===== config.mk =====
export PLATFORM = sky130hd
export DESIGN_NAME = intlv_ram_ctrl_flat
export DESIGN_NICKNAME = d
export VERILOG_FILES = /design/src/rtl/intlv_pkg.sv /design/src/rtl/intlv_ram_ctrl_if.sv /design/src/rtl/qpp_step.sv /design/src/rtl/intlv_ram_ctrl.sv /design/src/flat_wrapper.sv
export SDC_FILE = /design/constraint.sdc
export NUM_CORES = 1
export LEC_CHECK = 0
export ABC_CLOCK_PERIOD_IN_PS = 7600
export BUFFER_PORTS_ARGS = -buffer_cell sky130_fd_sc_hd__buf_4
export CAP_MARGIN = 20
export CELL_PAD_IN_SITES_DETAIL_PLACEMENT = 1
export CELL_PAD_IN_SITES_GLOBAL_PLACEMENT = 1
export CORE_MARGIN = 1.5
export CORE_UTILIZATION = 40
export DETAILED_ROUTE_END_ITERATION = 10
export PLACE_DENSITY = 0.75
export SKIP_LAST_GASP = 1
export SYNTH_ARGS = -nofsm -noshare
export SYNTH_HDL_FRONTEND = slang
export SYNTH_HIERARCHICAL = 1
export SYNTH_SLANG_ARGS = --single-unit

===== constraint.sdc =====
create_clock -name clk -period 7.6 [get_ports clk]
set_input_delay 0.76 -clock clk [delete_from_list [all_inputs] [get_ports clk]]
set_output_delay 0.76 -clock clk [all_outputs]
set_load 0.03 [all_outputs]

===== src/rtl/intlv_pkg.sv =====
// Shared constants for the QPP interleaver RAM controller:
// state encoding, widths, link base offsets and the mod-K add helper.
package intlv_pkg;

  localparam int unsigned ADDRESS     = 16;
  localparam int unsigned KW          = 13;
  localparam int unsigned SW          = KW + 1;
  localparam int unsigned LINK_STRIDE = 6144;

  typedef enum logic [1:0] {
    IDLE  = 2'd0,
    WRITE = 2'd1,
    PREP  = 2'd2,
    READ  = 2'd3
  } state_t;

  // Each link owns one maximum-size block of RAM, so bases step by the largest K.
  function automatic logic [ADDRESS-1:0] link_base(input logic [1:0] id);
    return ADDRESS'(32'(id) * LINK_STRIDE);
  endfunction

  // Operands are already below k, so one conditional subtract is enough.
  function automatic logic [KW-1:0] mod_add(input logic [KW-1:0] a,
                                            input logic [KW-1:0] b,
                                            input logic [KW-1:0] k);
    logic [SW-1:0] s;
    s = SW'(a) + SW'(b);
    return (s >= SW'(k)) ? KW'(s - SW'(k)) : KW'(s);
  endfunction

endpackage


===== src/rtl/intlv_ram_ctrl_if.sv =====
// Single-port synchronous RAM bus (1-cycle read latency) between controller and RAM.
interface intlv_ram_ctrl_if #(
  parameter int unsigned DW      = 8,
  parameter int unsigned ADDRESS = 16
);
  logic [ADDRESS-1:0] ram_addr;
  logic               ram_we;
  logic [DW-1:0]      ram_wdata;
  logic [DW-1:0]      ram_rdata;

  modport master (output ram_addr, output ram_we, output ram_wdata, input ram_rdata);
  modport slave  (input ram_addr, input ram_we, input ram_wdata, output ram_rdata);
endinterface


===== src/rtl/qpp_step.sv =====
// One step of the QPP recursion: pi' = (pi + g) mod K, g' = (g + 2*f2) mod K.
module qpp_step
  import intlv_pkg::*;
(
  input  logic [KW-1:0] pi,
  input  logic [KW-1:0] g,
  input  logic [KW-1:0] k,
  input  logic [KW-1:0] f2x2,
  output logic [KW-1:0] pi_nxt_c,
  output logic [KW-1:0] g_nxt_c
);

  always_comb begin
    pi_nxt_c = mod_add(pi, g, k);
    g_nxt_c  = mod_add(g, f2x2, k);
  end

endmodule


===== src/rtl/intlv_ram_ctrl.sv =====
// QPP interleaver RAM controller: linear block write, then interleaved read-back.
// Optional sticky protocol error output enabled by defining INTLV_ERR_CHK_EN.
module intlv_ram_ctrl #(
  parameter int unsigned DW      = 8,
  parameter int unsigned ADDRESS = 16
) (
  input  logic                    clk,
  input  logic                    n_rst,
  input  logic                    wen,
  input  logic [ADDRESS-1:0]      enable,
  input  logic [ADDRESS-1:0]      id_offset,
  input  logic                    rd_req,
  input  logic [intlv_pkg::KW-1:0] m_len,
  input  logic [intlv_pkg::KW-1:0] f1,
  input  logic [intlv_pkg::KW-1:0] f2,
  input  logic [DW-1:0]           din,
  intlv_ram_ctrl_if.master        ram,
  output logic [DW-1:0]           dout,
  output logic                    dout_vld,
  output logic                    busy
`ifdef INTLV_ERR_CHK_EN
  ,
  output logic                    err
`endif
);
  import intlv_pkg::*;

  state_t        state;
  logic [KW-1:0] k, pi, g, f2x2, idx;
  logic [KW-1:0] pi_nxt_c, g_nxt_c, last_wr_c;
  logic [1:0]    rd_pipe;
  logic          k_small_c, wr_last_c, rd_acc_c;

  qpp_step u_qpp_step (
    .pi       (pi),
    .g        (g),
    .k        (k),
    .f2x2     (f2x2),
    .pi_nxt_c (pi_nxt_c),
    .g_nxt_c  (g_nxt_c)
  );

  // K of 0 or 1 degenerates to a single-entry block so neither phase can stall.
  always_comb begin
    k_small_c = (m_len <= KW'(1));
    last_wr_c = k_small_c ? '0 : m_len - KW'(1);
    wr_last_c = (enable == ADDRESS'(last_wr_c));
    rd_acc_c  = (state == READ) && rd_req;
  end

  always_ff @(posedge clk or negedge n_rst) begin
    if (!n_rst) begin
      state         <= IDLE;
      k             <= '0;
      pi            <= '0;
      g             <= '0;
      f2x2          <= '0;
      idx           <= '0;
      rd_pipe       <= '0;
      ram.ram_addr  <= '0;
      ram.ram_we    <= 1'b0;
      ram.ram_wdata <= '0;
      dout          <= '0;
      dout_vld      <= 1'b0;
      busy          <= 1'b0;
    end else begin
      ram.ram_we <= 1'b0;
      // Two stages cover the address register plus the RAM's read latency.
      rd_pipe    <= {rd_pipe[0], rd_acc_c};
      dout_vld   <= rd_pipe[1];
      if (rd_pipe[1]) dout <= ram.ram_rdata;

      case (state)
        IDLE, WRITE: begin
          if (wen) begin
            ram.ram_we    <= 1'b1;
            ram.ram_addr  <= id_offset + enable;
            ram.ram_wdata <= din;
            busy          <= 1'b1;
            state         <= wr_last_c ? PREP : WRITE;
          end
        end
        PREP: begin
          k     <= k_small_c ? KW'(1) : m_len;
          g     <= k_small_c ? '0 : mod_add(f1, f2, m_len);
          f2x2  <= k_small_c ? '0 : mod_add(f2, f2, m_len);
          pi    <= '0;
          idx   <= '0;
          state <= READ;
        end
        READ: begin
          if (rd_req) begin
            ram.ram_addr <= id_offset + ADDRESS'(pi);
            pi           <= pi_nxt_c;
            g            <= g_nxt_c;
            idx          <= idx + KW'(1);
            if (idx == k - KW'(1)) begin
              state <= IDLE;
              busy  <= 1'b0;
            end
          end
        end
        default: state <= IDLE;
      endcase
    end
  end

`ifdef INTLV_ERR_CHK_EN
  logic [KW-1:0] wr_exp;

  // Sticky: out-of-order write index or zero block length.
  always_ff @(posedge clk or negedge n_rst) begin
    if (!n_rst) begin
      err    <= 1'b0;
      wr_exp <= '0;
    end else begin
      if ((state == IDLE || state == WRITE) && wen) begin
        if (enable != ADDRESS'(wr_exp)) err <= 1'b1;
        wr_exp <= wr_last_c ? '0 : wr_exp + KW'(1);
      end
      if (state == PREP && m_len == '0) err <= 1'b1;
    end
  end
`endif

endmodule


===== src/flat_wrapper.sv =====
// flat-port wrapper written by rule: the top's interface ports become plain ports
module intlv_ram_ctrl_flat import intlv_pkg::*;
#(
  parameter int unsigned DW      = 8,
  parameter int unsigned ADDRESS = 16
)
  (clk, n_rst, wen, enable, id_offset, rd_req, m_len, f1, f2, din, dout, dout_vld, busy, ram_ram_addr, ram_ram_we, ram_ram_wdata, ram_ram_rdata);
  intlv_ram_ctrl_if #(.DW(DW), .ADDRESS(ADDRESS)) ram_i ();
  input  logic clk;
  input  logic n_rst;
  input  logic wen;
  input  logic [ADDRESS-1:0] enable;
  input  logic [ADDRESS-1:0] id_offset;
  input  logic rd_req;
  input  logic [intlv_pkg::KW-1:0] m_len;
  input  logic [intlv_pkg::KW-1:0] f1;
  input  logic [intlv_pkg::KW-1:0] f2;
  input  logic [DW-1:0] din;
  output logic [DW-1:0] dout;
  output logic dout_vld;
  output logic busy;
  output wire logic [$bits(ram_i.ram_addr)-1:0] ram_ram_addr;
  output wire logic [$bits(ram_i.ram_we)-1:0] ram_ram_we;
  output wire logic [$bits(ram_i.ram_wdata)-1:0] ram_ram_wdata;
  input wire logic [$bits(ram_i.ram_rdata)-1:0] ram_ram_rdata;
  assign ram_ram_addr = ram_i.ram_addr;
  assign ram_ram_we = ram_i.ram_we;
  assign ram_ram_wdata = ram_i.ram_wdata;
  assign ram_i.ram_rdata = ram_ram_rdata;
  intlv_ram_ctrl #(.DW(DW), .ADDRESS(ADDRESS)) u_core (.clk(clk), .n_rst(n_rst), .wen(wen), .enable(enable), .id_offset(id_offset), .rd_req(rd_req), .m_len(m_len), .f1(f1), .f2(f2), .din(din), .ram(ram_i), .dout(dout), .dout_vld(dout_vld), .busy(busy));
endmodule

* Yosys cells after proc, flatten, opt, wreduce, memory -nomap -nowiden
Index checks and enable logic that the tools add are counted.
** Operators by class
- $add $sub $neg :: 13
- Magnitude comparators :: 5
- Eq/ne operators :: 8
- Mux-type cells :: 28
- Reductions and logical operators :: 10
** Operators with widths (count)
- $mux 13 :: 11
- $pmux 13 s2 :: 3
- $add 13x13->14 :: 4
- $ge 14x13->1 :: 4
- $sub 13x13->13 :: 4
- $mux 16 :: 2
- $pmux 16 s2 :: 1
- $sub 13x1->13 const B :: 2
- $add 16x13->16 :: 1
- $add 16x16->16 :: 1
- $eq 16x13->1 :: 1
- $add 13x1->13 const B :: 1
- $eq 13x13->1 :: 1
- $le 13x1->1 const B :: 1
- $mux 2 :: 4
- $ne 2x2->1 const B :: 3
- $pmux 2 s3 :: 1
- $reduce_and 3->1 :: 2
- $mux 1 :: 5
- $eq 2x2->1 const B :: 2
- $reduce_and 2->1 :: 2
- $reduce_and 4->1 :: 1
- $reduce_bool 2->1 :: 2
- $eq 2x1->1 const B :: 1
- 4 further kinds :: 4
** Storage, ports and cells
- Flip-flop bits (word level) :: 104
- Output and inout bits :: 35
- Word-level logic and storage cells :: 77

* Logic depth before layout (Yosys ltp)
Gate-level depths: netlist (run 1).
- Word-level depth :: 6
- Mapped depth :: 21

* Modules after synthesis
The synthesis (run 1) kept the hierarchy.
** By module, submodules not included
- intlv_ram_ctrl :: instances 1, cells each 935, area an instance 7938.9 µm², seq. area each 2602.5 µm²
- qpp_step :: instances 1, cells each 387, area an instance 2952.8 µm², seq. area each 0.0 µm²

* Worst setup path after synthesis (run 1)
OpenSTA, ideal clock, no wires.
- Path type :: input -> register
- Start point :: input port f1[0] (netlist bit)
- End point :: register u_core.g[5]
- Arrival time :: 3894 ps
- Data required time :: 7479 ps
- Slack :: 3585 ps
- Cell stages on the path :: 18
- Buffers on the path :: 1
- Path through :: ha_1 -> inv_1 -> fa_1 -> nor2b_1 -> o31a_1 -> o21a_1 -> o31ai_1 -> xnor2_1 -> ha_1 -> a21o_1 -> a21oi_1 -> o31a_1 -> a21oi_1 -> a311o_1 -> buf_6 -> mux2_4 -> a21oi_2 -> nor2_1
** Between the ends
- Cells in the longest elaborated chain, start to end :: 5
- Elaborated cells on any way between the ends :: 6
** RTL lines
- start, declared :: line flat_wrapper.sv:16 : input logic [intlv_pkg::KW-1:0] f1;
- $add 13x13->14 (*) :: line intlv_pkg.sv:27 : s = SW'(a) + SW'(b);
- $sub 13x13->13 or $ge 14x13->1 (tied branches) :: line intlv_pkg.sv:28 : return (s >= SW'(k)) ? KW'(s - SW'(k)) : KW'(s);
- $mux 13 (*) :: line intlv_pkg.sv:28
- $mux 13 (*) :: line intlv_ram_ctrl.sv:85 : g <= k_small_c ? '0 : mod_add(f1, f2, m_len);
- $pmux 13 s2 (*) :: line intlv_ram_ctrl.sv:73 : case (state)
- end signal, assigned :: line intlv_ram_ctrl.sv:85
- end signal, assigned :: line intlv_ram_ctrl.sv:95 : g <= g_nxt_c;
- end, declared :: line intlv_ram_ctrl.sv:29 : logic [KW-1:0] k, pi, g, f2x2, idx;
Mark *: on every way between the ends. The rest lies on a longest branch, timed or not.
A chain may end at the register's enable or synchronous reset.

* Worst setup path in the final report (run 1)
- Start point :: register u_core.g[3]
- End point :: register u_core.g[11]
** Between the ends
- Cells in the longest elaborated chain, start to end :: 5
- Elaborated cells on any way between the ends :: 6
** RTL lines
- $add 13x13->14 (*) :: line intlv_pkg.sv:27
- $sub 13x13->13 or $ge 14x13->1 (tied branches) :: line intlv_pkg.sv:28
- $mux 13 (*) :: line intlv_pkg.sv:28
- via u_core.g_nxt_c[11] :: line intlv_ram_ctrl.sv:30 : logic [KW-1:0] pi_nxt_c, g_nxt_c, last_wr_c;
- $mux 13 (*) :: line intlv_ram_ctrl.sv:92 : if (rd_req) begin
- $pmux 13 s2 (*) :: line intlv_ram_ctrl.sv:73
Mark *: on every way through the listed nets, which the timed path passes. The rest lies on a longest branch. The select of a mux whose other input is x is not followed.

==> run metrics, run 1 <==
status complete, no violations; critical path class reg2reg; vias 10,373; vias in the first global route 10,560; post-synth cell types 87; Synthesis Warnings 6; fin crit share 0.631; grt total ovfl 0; final instance area 12,400 sq um; Post-CTS Setup Bufs 0; Rows 60; CTS tree yes; fin. max-slew vios 0; via/cell ratio 5.86; Crit path max-delay family compound AO/OA/AOI/OAI gates; WP data arrival 5030 ps; synthesized area 10,900 sq um; final setup violation count 0; # placed instances 1,753; Hold Path Class in2async; final worst path period need 4800 ps; share of cells above drive strength 1 0.157; Fill cells 3,225; total die area 28,200 sq um; drc violations 0; die width 168 um; RSZ-0062 raised after global routing false; # IOs 126; Global Route Usage Sum 0.258; fraction of registers with async set/reset 1.00; worst slew pin tran 917 ps; HPWL after DPL 29,100 um; max_cap viols 0; largest net degree at the start of global routing 69; clk_lat worst skew 370 ps; routability cong. 0.892; critical-path maximum fanout 13; post-CTS sizing 0; worst path bufs/invs 0; Req. time, crit path 7830 ps; clk sink count 104; Reg clk slew, reported paths 80 ps; setup TNS 0 ps; Peak VDD IR 0.101 mV; Max-slew headroom 0.388; Core Region 26,800 sq um; Syn Nets 1,531; synthesized instance count 1,322; final WL 36,200 um; Clock Tree Root clkbuf_16; most used cell, CP a21oi_1; post-DR wirelength/cell 20.4 um; htree depth 3; ys flop type dfrtp_1; hold_buf cts 0; die height 168 um; Post-Syn Area per Cell 8.24 sq um; Layout Nets 1,633; CP cell instances ha_1, a21o_1, a21oi_2, a21oi_1, a31o_2, a21oi_1, ha_1, a21oi_1, o21ai_1, o21ai_0, a21oi_1, nor3_4, mux2_1, o22ai_1, nor2_1, and4b_1, a31oi_1, o21ai_0; Syn-to-layout area delta 14.1%; crit-path max cell delay 580 ps; Leak 5.89 nW; # port buffers 125; clk buf depth 2; placed cell areas 12,100 sq um; Setup Skew 13.2 ps; first-pass GRT wire length 57,600 um; Peak Freq 208 MHz; Critical Path Source Type flip-flop; Power, Total 1.87 mW; starting density of the core 0.406; PD cells 151 nW/um^2; violation count after the first detailed-route iteration 583; sequential area share after synthesis 0.239; Final Hold Vio Count 0; ANT cells 0; CP Capture Type flip-flop; Num CTS Buffers 9; TritonRoute pass-1 iters 5; initial antenna violation count 1; highest-delay cell along the critical path nor3_4; number of synthesized flops with an enable pin 0; final antenna-violating net count 0; final std cells w/o fill 1,770; Yosys reg bits 104
worst register-to-register path: stages, from the launching register on:
cell and delay [ps]:
dfrtp_1 440, ha_1 390, a21o_1 210, a21oi_2 240, a21oi_1 180, a31o_2 260, a21oi_1 180, ha_1 340
a21oi_1 160, o21ai_1 120, o21ai_0 240, a21oi_1 110, nor3_4 580, mux2_1 440, o22ai_1 270, nor2_1 100
and4b_1 180, a31oi_1 120, o21ai_0 90
where the power goes:
| part | total (mW) | switching, mW | internal, mW |
|---|---|---|---|
| registers | 0.600 | 0.0217 | 0.578 |
| logic | 0.730 | 0.427 | 0.303 |
| clock network | 0.542 | 0.243 | 0.299 |
| total | 1.87 | 0.692 | 1.18 |
Yosys cell counts, types with 5 or more instances:
library cell / count / area, sq um
mux2_1: 9 / 101
nor2b_1: 22 / 138
o31ai_1: 12 / 90.1
nor4_1: 7 / 43.8
o22ai_1: 13 / 81.3
clkbuf_1: 23 / 86.3
nand2_1: 165 / 619
mux2_2: 29 / 327
a21oi_2: 6 / 52.6
xnor2_1: 67 / 587
fa_1: 8 / 160
o31a_1: 8 / 70.1
mux2i_1: 19 / 190
dfrtp_1: 104 / 2600
a311oi_1: 5 / 43.8
o21bai_1: 11 / 82.6
inv_1: 75 / 282
a211oi_1: 11 / 82.6
and3_1: 7 / 43.8
nand4_1: 25 / 156
o21ai_0: 96 / 480
buf_6: 5 / 56.3
nand2b_1: 10 / 62.6
a31oi_1: 13 / 81.3
a21oi_1: 95 / 475
and2_1: 6 / 37.5
nor3_1: 40 / 200
o21a_1: 17 / 128
a21o_1: 24 / 180
xor2_1: 38 / 333
mux2_4: 9 / 135
nor2_1: 86 / 323
o21ai_1: 7 / 35.0
buf_2: 5 / 25.0
nand3_1: 42 / 210
ha_1: 110 / 1380
or2_2: 6 / 37.5
or4_1: 5 / 37.5
per-stage QoR:
stage	hold WS, ps	setup slack (ps)	utilization
2_1_floorplan	331	3590	-
3_3_place_gp	335	2990	0.450
3_5_place_dp	336	2890	0.450
4_1_cts	356	2830	0.463
5_1_grt	369	2530	0.464
6_report	337	2800	0.464
routing by layer:
layer	GRT usage	vias to the layer above	routed length, um
met1	0.363	5119	17500
met2	0.418	221	16400
met4	0.0799	0	925
met5	0	-	0
met3	0.0247	54	1390
li1	-	4979	-
flip-flops by register name (all words and copies together) (netlist names):
register and count:
u_core/busy 1, u_core/dout 8, u_core/dout_vld 1, u_core/f2x2 13
u_core/g 13, u_core/idx 13, u_core/k 13, u_core/pi 13
u_core/ram.ram_addr 16, u_core/ram.ram_wdata 8, u_core/ram.ram_we 1, u_core/rd_pipe 2
u_core/state 2
layout by cell type, fill, tap and decap left out, types with 7 or more instances in the layout:
cell and instances:
o22ai_1 13, buf_4 129, nand4_1 25, nand2b_1 9, o21a_1 17, a31oi_1 13, a21oi_1 95, mux2_2 29
ha_1 110, mux2_4 9, nor3_1 40, fa_1 8, nand3_1 42, clkbuf_16 9, o21ai_1 7, nor2b_1 22
o21ai_0 96, a21o_1 24, nor2_1 86, o21bai_1 11, dfrtp_1 104, xnor2_1 67, o31a_1 8, mux2i_1 19
inv_1 75, mux2_1 9, o31ai_1 12, and3_1 7, nor4_1 7, nand2_1 165, xor2_1 38, a211oi_1 11
kinds of logic (layout without fill, tap and decap cells):
family | Yosys count | in the layout | synth area share
AO/OA/AOI/OAI | 363 | 363 | 0.217
XOR/XNOR | 106 | 106 | 0.0859
adder cells (fa/ha/maj) | 118 | 118 | 0.141
buffers and inverters | 114 | 221 | 0.0459
flip-flops | 104 | 104 | 0.239
multiplexers | 66 | 66 | 0.0692
AND/OR/NAND/NOR | 451 | 451 | 0.202
cell type report:
cell class | instances | area, sq um | share of cell area
tap | 341 | 427 | 0.0343
clock buffer | 9 | 225 | 0.0181
inverter | 75 | 282 | 0.0226
timing repair buffer | 130 | 983 | 0.0791
multi-input combinational | 1104 | 7790 | 0.627
sequential | 104 | 2600 | 0.209
clock inverter | 7 | 121 | 0.00976
worst paths after layout:
check / endpoint / slack [ps] / cells past startpoint / startpoint
max reg2reg: u_core/g[11]$_DFFE_PN0P_ / 2800 / 18 / u_core/g[3]$_DFFE_PN0P_
min: u_core/dout[4]$_DFFE_PN0P_ / 340 / 1 / n_rst
max in group asynchronous: u_core/g[10]$_DFFE_PN0P_ / 6000 / 2 / n_rst
min reg2reg: u_core/rd_pipe[1]$_DFF_PN0_ / 360 / 0 / u_core/rd_pipe[0]$_DFF_PN0_
min in group clk: u_core/rd_pipe[1]$_DFF_PN0_ / 360 / 0 / u_core/rd_pipe[0]$_DFF_PN0_
max: u_core/g[11]$_DFFE_PN0P_ / 2800 / 18 / u_core/g[3]$_DFFE_PN0P_
Note: power is estimated with default switching activity, not from simulation.
==> run 2: changes to the inputs <==
--- a/config.mk
+++ b/config.mk
@@ -5,7 +5,7 @@
 export SDC_FILE = /design/constraint.sdc
 export NUM_CORES = 1
 export LEC_CHECK = 0
-export ABC_CLOCK_PERIOD_IN_PS = 7600
+export ABC_CLOCK_PERIOD_IN_PS = 3800
 export BUFFER_PORTS_ARGS = -buffer_cell sky130_fd_sc_hd__buf_4
 export CAP_MARGIN = 20
 export CELL_PAD_IN_SITES_DETAIL_PLACEMENT = 1
@@ -13,7 +13,7 @@
 export CORE_MARGIN = 1.5
 export CORE_UTILIZATION = 40
 export DETAILED_ROUTE_END_ITERATION = 10
-export PLACE_DENSITY = 0.75
+export PLACE_DENSITY = 0.78
 export SKIP_LAST_GASP = 1
 export SYNTH_ARGS = -nofsm -noshare
 export SYNTH_HDL_FRONTEND = slang
==> constraint.sdc (replaced) <==
create_clock -name clk -period 3.8 [get_ports clk]
set_input_delay 0.38 -clock clk [delete_from_list [all_inputs] [get_ports clk]]
set_output_delay 0.38 -clock clk [all_outputs]
set_load 0.03 [all_outputs]
==> run metrics, run 2 (synthesis gave the netlist of run 1 again) <==
status finished, violations left; failing checks hold timing, setup timing; Leak 6.88 nW; Most flops, register u_core/ram.ram_addr; initial antenna violation count 0; final setup violation count 20; htree depth 3; CTS tree yes; post-DR wirelength/cell 22.3 um; share of cells above drive strength 1 0.321; final setup margin -143 ps; fin crit share 1.04; Layout Nets 1,801; most frequent cells in the layout 284 x buf_4, 145 x nand2_1, 104 x dfrtp_1; via/cell ratio 5.97; Final Hold Vio Count 6; highest-delay cell along the critical path dfrtp_1; TritonRoute pass-1 iters 5; die width 168 um; RR Startpoint u_core/g[0]$_DFFE_PN0P_; Max-slew headroom 0.349; most common cell after layout, fill and taps aside buf_4; routability cong. 0.919; die height 168 um; sequential cell area 2600 sq um; Num CTS Buffers 9; final worst path period need 3940 ps; final std cells w/o fill 1,938; Fill cells 3,157; PD cells 280 nW/um^2; HPWL after DPL 30,900 um; ANT cells 0; Reg clk slew, reported paths 80 ps; final antenna-violating net count 0; FF-to-FF setup slack -140 ps; vias 11,573; placed cell areas 13,100 sq um; critical path class reg2reg; Peak Freq 254 MHz; drc violations 0; Syn-to-layout area delta 32.8%; vias in the first global route 11,892; largest net degree at the start of global routing 62; crit-path max cell delay 400 ps; hold_buf cts 0; critical-path maximum fanout 6; Global Route Usage Sum 0.281; fin. max-slew vios 0; CP Capture Type flip-flop; Core Region 26,800 sq um; Critical Path Source Type flip-flop; total die area 28,200 sq um; Peak VDD IR 0.204 mV; CP cell instances buf_4, buf_6, ha_4, inv_4, fa_2, nor2b_2, o31a_1, buf_6, o221ai_4, mux2i_1, nand2_2, ha_4, nand2_4, o21ai_4, o21ai_2, a21oi_2, a211oi_4, buf_6, buf_12, mux2_4, nand2_2, nand2_1; max_cap viols 0; Clock Tree Root clkbuf_16; Hold Path Class in2async; crit path launch u_core/g[0]$_DFFE_PN0P_; final instance area 14,500 sq um; RSZ-0062 raised after global routing true; Setup Skew 21.4 ps; starting density of the core 0.406; grt total ovfl 0; # placed instances 1,883; Req. time, crit path 4020 ps; clk_lat worst skew 360 ps; footprint of the multi-input gates 8550 sq um; final WL 43,200 um; most used cell, CP buf_6; max FFs per register 16; # port buffers 125; # IOs 126; Rows 60; worst slew pin tran 977 ps; first-pass GRT wire length 62,900 um; clk buf depth 2; violation count after the first detailed-route iteration 707; final hold slack -6.12 ps; clk sink count 104; WP data arrival 4170 ps
==> run 2: critical path: cells and delay by family (launching register included) <==
family	cells	cell delay (ps)
compound gates	6	1010
buf+inv	6	730
fa+ha+maj	3	710
mux	2	570
flops	1	400
simple gates	5	390
==> run 2: worst paths after layout <==
| check | to | cells after the start |
|---|---|---|
| max reg2reg | u_core/pi[4]$_DFFE_PN0P_ | 22 |
| min in group clk | u_core/ram.ram_wdata[7]$_DFFE_PN0P_ | 3 |
| max | u_core/pi[4]$_DFFE_PN0P_ | 22 |
| min reg2reg | u_core/rd_pipe[1]$_DFF_PN0_ | 0 |
| max in group asynchronous | u_core/f2x2[0]$_DFFE_PN0P_ | 2 |
| min | u_core/dout[0]$_DFFE_PN0P_ | 1 |
==> run 2: layer usage <==
metal  GRT usage  routed length [um]
met1       0.362               18100
met4      0.0995                1560
met3      0.0266                2350
met5           0                   0
met2       0.489               21200
==> run 2: cell type report <==
class / count / share of cell area
flip-flops and latches: 104 / 0.180
multi-input cells: 1105 / 0.592
clock buffers: 10 / 0.0158
clock inverters: 6 / 0.00424
well taps: 341 / 0.0295
inverters: 75 / 0.0196
repair buffers: 297 / 0.159
==> run 2: per-stage QoR <==
step / hold slack [ps] / total power [mW] / setup WS [ps] / setup TNS [ps] / utilization
CTS: 6.39 / 3.89 / -59.1 / -211 / 0.513
global route: 31.1 / 4.25 / -291 / -4850 / 0.540
finish: -6.12 / 4.05 / -143 / -2150 / 0.540
detailed placement: 337 / 2.87 / -335 / -4600 / 0.488
global placement: 336 / 2.81 / -198 / -2160 / 0.488
floorplan: 84.4 / 2.20 / 5.92 / 0 / -
==> run 2: report_power, final <==
group | switching [mW] | internal [mW]
clock | 0.468 | 0.462
combinational | 1.05 | 0.880
sequential | 0.0343 | 1.16
==> run 2: what timing repair did <==
item	in CTS	in global routing
endpoints found under the setup margin	24	26
gates cloned	1	1
pin swaps	37	52
hold endpoints to repair	0	0
setup buffers	18	19
gates resized for setup	64	120
==> run 3: changes to the inputs <==
--- a/config.mk
+++ b/config.mk
@@ -8,12 +8,11 @@
 export ABC_CLOCK_PERIOD_IN_PS = 3800
 export BUFFER_PORTS_ARGS = -buffer_cell sky130_fd_sc_hd__buf_4
 export CAP_MARGIN = 20
-export CELL_PAD_IN_SITES_DETAIL_PLACEMENT = 1
-export CELL_PAD_IN_SITES_GLOBAL_PLACEMENT = 1
 export CORE_MARGIN = 1.5
 export CORE_UTILIZATION = 40
 export DETAILED_ROUTE_END_ITERATION = 10
-export PLACE_DENSITY = 0.78
+export GPL_ROUTABILITY_DRIVEN = 0
+export PLACE_DENSITY = 0.61
 export SKIP_LAST_GASP = 1
 export SYNTH_ARGS = -nofsm -noshare
 export SYNTH_HDL_FRONTEND = slang
==> run metrics, run 3 (synthesis gave the netlist of run 1 again) <==
starting density of the core 0.406; final antenna-violating net count 0; setup TNS 0 ps; post-DR wirelength/cell 18.4 um; final std cells w/o fill 1,903; Fill cells 2,487; clk_lat worst skew 370 ps; Req. time, crit path 4040 ps; Most flops, register u_core/ram.ram_addr; CTS tree yes; ANT cells 0; largest net degree at the start of global routing 62; final core utilization 0.517; Setup Skew 14.2 ps; PD cells 277 nW/um^2; clk sink count 104; Critical Path Source Type flip-flop; status complete, no violations; vias 10,764; htree depth 3; Worst Reg-to-Reg Cells 20; Rows 60; drc violations 0; RSZ-0062 raised after global routing true; most common cell after layout, fill and taps aside buf_4; most frequent cells in the layout 257 x buf_4, 160 x nand2_1, 103 x dfrtp_1; HPWL after DPL 27,800 um; WP data arrival 4030 ps; Num CTS Buffers 9; grt total ovfl 0; Power, Total 3.83 mW; FF-to-FF setup slack 10 ps; RR Startpoint u_core/f2x2[0]$_DFFE_PN0P_; CP Capture Type flip-flop; critical-path maximum fanout 3; Syn-to-layout area delta 27.1%; die width 168 um; # placed instances 1,872; Core Region 26,800 sq um; worst slew pin tran 942 ps; max FFs per register 16; Peak Freq 264 MHz; total die area 28,200 sq um; final setup violation count 0; vias in the first global route 10,090; Hold Path Class in2async; final worst path period need 3790 ps; fin. max-slew vios 0; Leak 6.60 nW; # port buffers 125; Reg clk slew, reported paths 80 ps; Max-slew headroom 0.370; via/cell ratio 5.66; first-pass GRT wire length 54,300 um; Layout Nets 1,766; final WL 35,000 um; fin crit share 0.997; TritonRoute pass-1 iters 5; Peak VDD IR 0.212 mV; max layer used met5; share of cells above drive strength 1 0.278; Clock Tree Root clkbuf_16; violation count after the first detailed-route iteration 708; clk buf depth 2; Final Hold Vio Count 0; die height 168 um; Detail Route met3 WL 1950 um; reg-to-reg endpoint u_core/g[11]$_DFFE_PN0P_; Global Route Usage Sum 0.245; # IOs 126; max_cap viols 0; routed wl met2 16,100 um; critical path class reg2reg; Met1 Wirelength 15,900 um; initial antenna violation count 1
run 3: cell count changes in the layout (fill, tap and decap cells not counted), moves of 4 or more:
cell     change
a21oi_1      +4
buf_4       -27
buf_6        -7
ha_1        +10
ha_2         -5
ha_4         -5
mux2_4       -6
nand2_1     +15
nand2_2      -8
nand2_4      -7
o21ai_0      +4
xnor2_1      +5
xnor2_2      -5
run 3: stage by stage:
stage | hold slack [ps] | area, sq um | setup WS (ps)
finish | 44.7 | 13800 | 12.5
detailed placement | 342 | 13000 | -202
CTS | 74.3 | 13500 | -74.6
global placement | 336 | 13000 | -157
global route | 101 | 13800 | -150
floorplan | 84.4 | 10900 | 5.92
run 3: final cells by class:
type / count / area (sq um) / area share
multi-input cells: 1104 / 8220 / 0.594
inverters: 75 / 285 / 0.0206
clock inverters: 7 / 70.1 / 0.00506
repair buffers: 263 / 2010 / 0.145
well taps: 341 / 427 / 0.0308
clock buffers: 9 / 225 / 0.0163
flip-flops and latches: 104 / 2600 / 0.188
run 3: power by group:
part | total, mW | internal [mW] | switching [mW]
Combinational | 1.68 | 0.781 | 0.899
Clock | 0.963 | 0.465 | 0.499
Sequential | 1.19 | 1.16 | 0.0309
run 3: how the worst max path moves through the flow:
stage                               start  cells after the start                        to
2_1_floorplan     u_core/g[7]$_DFFE_PN0P_                     18  u_core/g[11]$_DFFE_PN0P_
6_report       u_core/f2x2[0]$_DFFE_PN0P_                     20  u_core/g[11]$_DFFE_PN0P_
3_3_place_gp      u_core/g[0]$_DFFE_PN0P_                     20  u_core/g[11]$_DFFE_PN0P_
4_1_cts           u_core/g[0]$_DFFE_PN0P_                     21  u_core/g[11]$_DFFE_PN0P_
5_1_grt           u_core/g[0]$_DFFE_PN0P_                     21  u_core/g[10]$_DFFE_PN0P_
3_5_place_dp                        f1[0]                     19   u_core/g[6]$_DFFE_PN0P_
run 3: critical path, cell delays in order, from the launching register on:
cell and delay, ps:
dfrtp_1 360, ha_2 190, inv_2 40, fa_2 350, nor2b_2 130, o31a_1 200, buf_4 140, o22ai_2 70
xnor2_2 220, ha_4 250, a21oi_2 190, o21bai_1 80, a21oi_1 190, a2bb2oi_2 160, o311ai_2 140, mux2_4 310
o22ai_4 170, nor2_2 60, and4b_1 180, a31oi_1 140, o21ai_1 80
run 3: timing repair:
item	in CTS	in global routing
pin swaps	18	49
buffers inserted	6	9
hold buffers	0	0
setup endpoints to repair	16	26
resized for setup	33	70
hold endpoints to repair	0	0
run 3: metal layers:
metal,vias up,global-route usage
li1,5264,-
met1,5124,0.335
met2,322,0.397
met3,52,0.0327
met4,2,0.0834
met5,-,0
